## config.mk

```make
export PLATFORM = sky130hd
export DESIGN_NAME = multicycle_control
export DESIGN_NICKNAME = d
export VERILOG_FILES = /design/src/rtl/multicycle_control.sv
export SDC_FILE = /design/constraint.sdc
export NUM_CORES = 1
export LEC_CHECK = 0
export CAP_MARGIN = 25
export CORE_MARGIN = 5
export CORE_UTILIZATION = 46
export DETAILED_ROUTE_END_ITERATION = 7
export PLACE_DENSITY = 0.87
export SLEW_MARGIN = 20
export SYNTH_ARGS = -nofsm -noshare
export SYNTH_HDL_FRONTEND = slang
export SYNTH_SLANG_ARGS = --single-unit
```

## constraint.sdc

```tcl
create_clock -name clk -period 1.9 [get_ports clk]
set_input_delay 0.19 -clock clk [delete_from_list [all_inputs] [get_ports clk]]
set_output_delay 0.19 -clock clk [all_outputs]
set_load 0.05 [all_outputs]
```

## src/rtl/multicycle_control.sv

```systemverilog
// multicycle_control: multi-cycle RV32I main control FSM with imem/dmem req/ack timeout.
// Define ILLEGAL_TRAP_EN to trap on unknown opcodes; otherwise they execute as NOPs.
module multicycle_control #(
    parameter int TIMEOUT = 255,
    parameter int CNT_W   = 8
) (
    input  logic       clk,
    input  logic       rst,
    input  logic [6:0] opcode,
    input  logic       imem_ack,
    input  logic       dmem_ack,
    input  logic       branch_taken,
    output logic       imem_req,
    output logic       dmem_req,
    output logic       ir_write,
    output logic       pc_write,
    output logic [1:0] pc_src,
    output logic       branch,
    output logic       mem_read,
    output logic       mem_write,
    output logic       alu_src,
    output logic       reg_write,
    output logic [1:0] mem_to_reg,
    output logic [1:0] alu_op,
    output logic [2:0] state_o,
    output logic       bus_err,
    output logic       illegal
);
    typedef enum logic [2:0] {
        FETCH  = 3'd0,
        DECODE = 3'd1,
        EXEC   = 3'd2,
        MEM    = 3'd3,
        WB     = 3'd4,
        TRAP   = 3'd5
    } state_e;

    localparam logic [6:0] OP_R    = 7'b0110011;
    localparam logic [6:0] OP_I    = 7'b0010011;
    localparam logic [6:0] OP_LD   = 7'b0000011;
    localparam logic [6:0] OP_ST   = 7'b0100011;
    localparam logic [6:0] OP_BR   = 7'b1100011;
    localparam logic [6:0] OP_JAL  = 7'b1101111;
    localparam logic [6:0] OP_JALR = 7'b1100111;
    localparam logic [CNT_W-1:0] TMO = CNT_W'(TIMEOUT);

    state_e           state_q;
    logic [6:0]       op_q;
    logic [CNT_W-1:0] cnt_q;
    logic             bus_err_q;
    logic             illegal_q;

    logic c_r, c_i, c_ld, c_st, c_br, c_jal, c_jalr;
    logic op_known, wait_cyc, tmo;
    logic       h_alu_src, h_branch;
    logic [1:0] h_m2r, h_alu_op;

    assign c_r    = (op_q == OP_R);
    assign c_i    = (op_q == OP_I);
    assign c_ld   = (op_q == OP_LD);
    assign c_st   = (op_q == OP_ST);
    assign c_br   = (op_q == OP_BR);
    assign c_jal  = (op_q == OP_JAL);
    assign c_jalr = (op_q == OP_JALR);

    assign op_known = opcode inside {OP_R, OP_I, OP_LD, OP_ST, OP_BR, OP_JAL, OP_JALR};

    // A wait cycle is any FETCH/MEM cycle without the matching ack.
    assign wait_cyc = ((state_q == FETCH) && !imem_ack) ||
                      ((state_q == MEM) && !dmem_ack);
    assign tmo      = wait_cyc && (cnt_q == TMO);

    assign h_alu_src = c_i | c_ld | c_st | c_jalr;
    assign h_branch  = c_br | c_jal | c_jalr;
    assign h_m2r     = c_ld ? 2'b01 : (c_jal | c_jalr) ? 2'b10 : 2'b00;
    assign h_alu_op  = c_r ? 2'b10 : c_br ? 2'b01 :
                       (c_jal | c_jalr) ? 2'b11 : 2'b00;

    always_ff @(posedge clk) begin
        if (rst) begin
            state_q   <= FETCH;
            op_q      <= '0;
            cnt_q     <= '0;
            bus_err_q <= 1'b0;
            illegal_q <= 1'b0;
        end else begin
            bus_err_q <= tmo;
            cnt_q     <= (wait_cyc && !tmo) ? cnt_q + 1'b1 : '0;
            case (state_q)
                FETCH: if (imem_ack) state_q <= DECODE;
                DECODE: begin
                    op_q    <= opcode;
                    state_q <= EXEC;
`ifdef ILLEGAL_TRAP_EN
                    if (!op_known) begin
                        state_q   <= TRAP;
                        illegal_q <= 1'b1;
                    end
`endif
                end
                EXEC: begin
                    if (c_ld || c_st) state_q <= MEM;
                    else if (c_r || c_i || c_jal || c_jalr) state_q <= WB;
                    else state_q <= FETCH;
                end
                MEM: begin
                    if (dmem_ack) state_q <= c_ld ? WB : FETCH;
                    else if (tmo) state_q <= FETCH;
                end
                WB:      state_q <= FETCH;
                TRAP:    state_q <= TRAP;
                default: state_q <= FETCH;
            endcase
        end
    end

    // Everything is gated by rst so requests drop in the reset cycle itself.
    always_comb begin
        imem_req   = 1'b0;
        dmem_req   = 1'b0;
        ir_write   = 1'b0;
        pc_write   = 1'b0;
        pc_src     = 2'b00;
        branch     = 1'b0;
        mem_read   = 1'b0;
        mem_write  = 1'b0;
        alu_src    = 1'b0;
        reg_write  = 1'b0;
        mem_to_reg = 2'b00;
        alu_op     = 2'b00;
        state_o    = 3'd0;
        bus_err    = 1'b0;
        illegal    = 1'b0;
        if (!rst) begin
            state_o = state_q;
            bus_err = bus_err_q;
            illegal = illegal_q || ((state_q == DECODE) && !op_known);
            if (state_q inside {EXEC, MEM, WB}) begin
                alu_src    = h_alu_src;
                branch     = h_branch;
                mem_to_reg = h_m2r;
                alu_op     = h_alu_op;
            end
            case (state_q)
                FETCH: begin
                    imem_req = 1'b1;
                    ir_write = imem_ack;
                    pc_write = imem_ack;
                end
                EXEC: begin
                    if (c_br) begin
                        pc_write = branch_taken;
                        pc_src   = 2'b01;
                    end else if (c_jal) begin
                        pc_write = 1'b1;
                        pc_src   = 2'b01;
                    end else if (c_jalr) begin
                        pc_write = 1'b1;
                        pc_src   = 2'b10;
                    end
                end
                MEM: begin
                    dmem_req  = 1'b1;
                    mem_read  = c_ld;
                    mem_write = c_st;
                end
                WB:      reg_write = 1'b1;
                default: ;
            endcase
        end
    end
endmodule

```

* Word level (Yosys, flattened, before mapping)
Index checks and enable logic that the tools add are counted.
** Word-level totals
- Input bits :: 12
- Register bits :: 19
- Word-level logic and storage cells :: 98
- Output and inout bits :: 20
** Operators by class
- Muxes and demuxes :: 45
- Add/subtract/negate cells :: 1
- Eq/ne operators :: 22
- Reduce and logical (&&, ||, !) cells :: 19
- Bitwise operators :: 7
** Operators with widths (number)
- $eq A7 B7 Y1 const B :: 6
- $eq A7 B6 Y1 const B :: 4
- $mux W2 :: 14
- $mux W1 :: 22
- $mux W3 :: 7
- $pmux W3 S5 :: 1
- $eq A7 B2 Y1 const B :: 2
- $eq A7 B5 Y1 const B :: 2
- $add A8 B1 Y8 const B :: 1
- $eq A8 B8 Y1 const B :: 1
- $reduce_bool A7 Y1 :: 1
- $eq A3 B2 Y1 const B :: 2
- $eq A3 B3 Y1 const B :: 2
- $or A1 B1 Y1 :: 6
- $logic_and A1 B1 Y1 :: 5
- $logic_or A1 B1 Y1 :: 5
- $logic_not A1 Y1 :: 4
- $eq A3 B1 Y1 const B :: 1
- $logic_not A3 Y1 :: 1
- $ne A3 B3 Y1 const B :: 1
- $reduce_bool A3 Y1 :: 1
- $ne A2 B2 Y1 const B :: 1
- $pmux W1 S2 :: 1
- $reduce_and A2 Y1 :: 1
- other kinds (2) :: 2

* Longest topological paths before layout
- Word-level depth :: 8
- Gate-level depth with buffers :: 6

* Least setup slack after synthesis
No wires, ideal clock.
- Path type :: register to output
- Start :: register state_q[1]
- End :: output pc_src[0]
- Cell stages (with the launch flop) :: 6
- Arrival time :: 2209 ps
- Data required time :: 1710 ps
- Slack :: -499 ps
- Path buffers :: 1
- Cell sequence :: dfxtp_1 > buf_2 > or3b_1 > nor2_1 > nand3_1 > nor3_1
** On the way
- Cells in the longest elaborated chain, start to end :: 3
** RTL lines
- start: declaration :: RTL line 47 : state_e state_q;
- start signal: assignment :: RTL line 107 : if (dmem_ack) state_q <= c_ld ? WB : FETCH;
- $eq A3 B2 Y1 :: RTL line 144 : case (state_q)
- $mux W2 :: RTL line 144
- $mux W2 :: RTL line 134 : if (!rst) begin
- end: declaration :: RTL line 17 : output logic [1:0] pc_src,
Every way passes these cells.

* Worst setup path in the final report
- Start :: register op_q[3]
- End :: output mem_read
** On the way
- Cells in the longest elaborated chain, start to end :: 3
** RTL lines
- start: declaration :: RTL line 48 : logic [6:0] op_q;
- start signal: assignment :: RTL line 92 : op_q <= opcode;
- $eq A7 B2 Y1 :: RTL line 60 : assign c_ld = (op_q == OP_LD);
- $mux W1 :: RTL line 144
- $mux W1 :: RTL line 134
- end: declaration :: RTL line 19 : output logic mem_read,
Every way passes these cells.

==> metrics.cfg <==
[logic_synthesis]
syn_area_um2=1052
ys_ff_latch=19
netlist_instances=134
async_flop_share_pct=0
synth-edff-count=0
synth_cell_types=36
synth_nets=147
yosysWarnings=0
yosysSeqAreaShare_pct=36.15
ys_dominant_reg_cell=dfxtp_1
avgSynthCellArea_um2=7.853

[critical_path]
cp.arrival_ps=1810
crit_type=reg2out
startpoint_type=register
endpoint_kind=output port
crit_fanout=4
required_ps=1710

[route]
wirelength_um=4570
detail_route.iter0.violations=67
vias=1292
post_drt_wl_per_cell_um=21.46
viasPerCell=6.066
drc=0
antenna_left=0
first_pass_iters=5

[sta]
setup_viol=8
rsz0062_at_grt=true
setup_ws_ps=-104.3
finalCritPeriodShare_pct=105.5
slew_violations=0
fmax_ghz=0.4989
hold_viol=0
hold_slack_ps=468.7
relSlewSlack_pct=76.24
fin_crit_ps=2004
setup_tns_ps=-433.5
skew_ps=5.947
worst_pin_slew_ps=353.7

[power_and_ir_drop]
swShare_pct=32.11
clkPwrFrac_pct=20.5
p_switching_w=0.0003095
p_int_w=0.0006544
ir_drop_mv=0.5962
comb_power_share_pct=34.3
pwr-share-seq_pct=45.2
leakage_nw=0.7508
pwr_density_cell_nw_per_um2=499.9
total_power_w=0.0009638

[global_route]
first_global_vias=1162
grt_pass1_wl_um=6023
grt_use_total_pct=24.30
overflow=0
grt_antenna_before_repair=0
grt_max_degree=17

[die]
initial_core_util_pct=48.03
pin_count=32
rows=17
dieArea_um2=3344
fp.coreArea_um2=2191
die_h_um=57.83
dieWidth_um=57.83

[placement]
place_hpwl_um=2683
place_ws_ps=-8.263
placed_area_um2=1672
numPortBuffers=31
gp_congestion=0.8052

[clocking]
cts_tree=done
htreeDepth=1
clock_sinks=19
clock_insertion_delay_worst_skew_ps=300
path_clk_slew_ps=90
cts_made_buffers=3
cts_root_buffer=clkbuf_4
clockBufferDepth=2

[layout]
drive_above_1_share_pct=42.70
finalNetCount=199
syn_to_final_growth_pct=83.23
design_area_um2=1928
antennaDiodeCount=0

[outcome]
status=complete, but fails checks
violations=negative setup slack

[job]
cap_violations=0

[worst_hold_path]
hp-class=reg2reg

## critical path, stage by stage, from the launching register on
cell,delay (ps)
dfxtp_2,330
or3_4,410
or4_4,490
nor2_4,150
buf_12,140
## registers in the layout, summed over array words and instances, names as in the netlist
name       flops
op_q           7
cnt_q          8
state_q        3
bus_err_q      1
## logic make-up after synthesis
kind of cell    share of synthesized area (%)
compound gates                          10.23
xor+xnor                                4.995
fa+ha+maj                               1.189
buf+inv                                 4.162
flops                                   36.15
mux                                     5.708
simple gates                            37.57
## through the flow
stage | util, % | cells
floorplan | - | 134
global placement | 76.30 | 197
detailed placement | 76.30 | 197
CTS | 81.38 | 204
global route | 88.01 | 213
finish | 88.01 | 213
## placed cells by master (no fill, tap or decap), types with 2 or more instances in the layout
master and count:
mux2i_1 6, nand3_1 5, nor2b_1 4, dfxtp_2 4
nand4_1 2, o21ai_0 3, buf_12 20, nor2_2 3
or4_4 2, buf_4 19, clkdlybuf4s50_1 11, clkbuf_4 3
xnor2_1 3, buf_6 3, nand3_2 2, nor2b_4 2
a21oi_1 3, nor2_1 22, nor2_4 4, nor3_4 3
nor3_2 2, o21ai_1 2, nand2_1 5, nor3b_1 2
xor2_1 3, inv_1 5, dfxtp_1 14, and3b_1 3
and3_1 2, and3_4 2
## path summary, 6_finish.rpt
check,from,to,slack [ps],cells after the start
setup / recovery,op_q[3]$_SDFFE_PP0N_,mem_read,-100,4
hold / removal,cnt_q[0]$_SDFF_PP0_,cnt_q[0]$_SDFF_PP0_,470,1
setup reg to reg,state_q[0]$_SDFFE_PP0P_,op_q[6]$_SDFFE_PP0N_,210,5
hold reg to reg,cnt_q[0]$_SDFF_PP0_,cnt_q[0]$_SDFF_PP0_,470,1
## layout make-up
| class | instances | area (µm²) |
|---|---|---|
| Fill cell | 106 | 262.8 |
| Timing Repair Buffer | 53 | 686.9 |
| Clock buffer | 4 | 26.28 |
| Inverter | 5 | 18.77 |
| Multi-Input combinational cell | 104 | 772.0 |
| Sequential cell | 19 | 389.1 |
| Tap cell | 28 | 35.03 |
## synth_stat cells (all sizes together), types with 3 or more instances
cell type,instances,area [µm²]
and3b,3,26.28
nor2,29,108.9
nand3,7,35.03
nor2b,7,43.79
xor2,3,26.28
inv,5,18.77
nand2,5,18.77
or2,3,18.77
clkbuf,4,15.01
and3,4,25.02
xnor2,3,26.28
dfxtp,19,380.4
a21oi,4,20.02
nor3,6,30.03
o21ai,5,25.02
mux2i,6,60.06
## repair_timing
item	CTS	global route
pin swaps	4	7
buffers inserted	3	9
gates resized for setup	18	20
endpoints found under the setup margin	10	11
hold buffers	0	0
## power groups by stage
stage	Clock, W	Sequential, W	Combinational, W
after detailed placement	0	0.000442	0.000252
after global placement	0	0.000440	0.000238
after global routing	0.000223	0.000437	0.000346
after CTS	0.000203	0.000430	0.000275
after floorplan	0	0.000435	0.000137
final	0.000198	0.000435	0.000331
## metal layers
layer | vias up | GRT usage (%) | routed length [µm]
li1 | 565 | - | -
met1 | 626 | 24.63 | 1607
met2 | 84 | 46.77 | 2362
met3 | 17 | 5.791 | 417
met4 | 0 | 9.934 | 183
met5 | - | 0 | 0
Power figures use the tool's default switching activity.
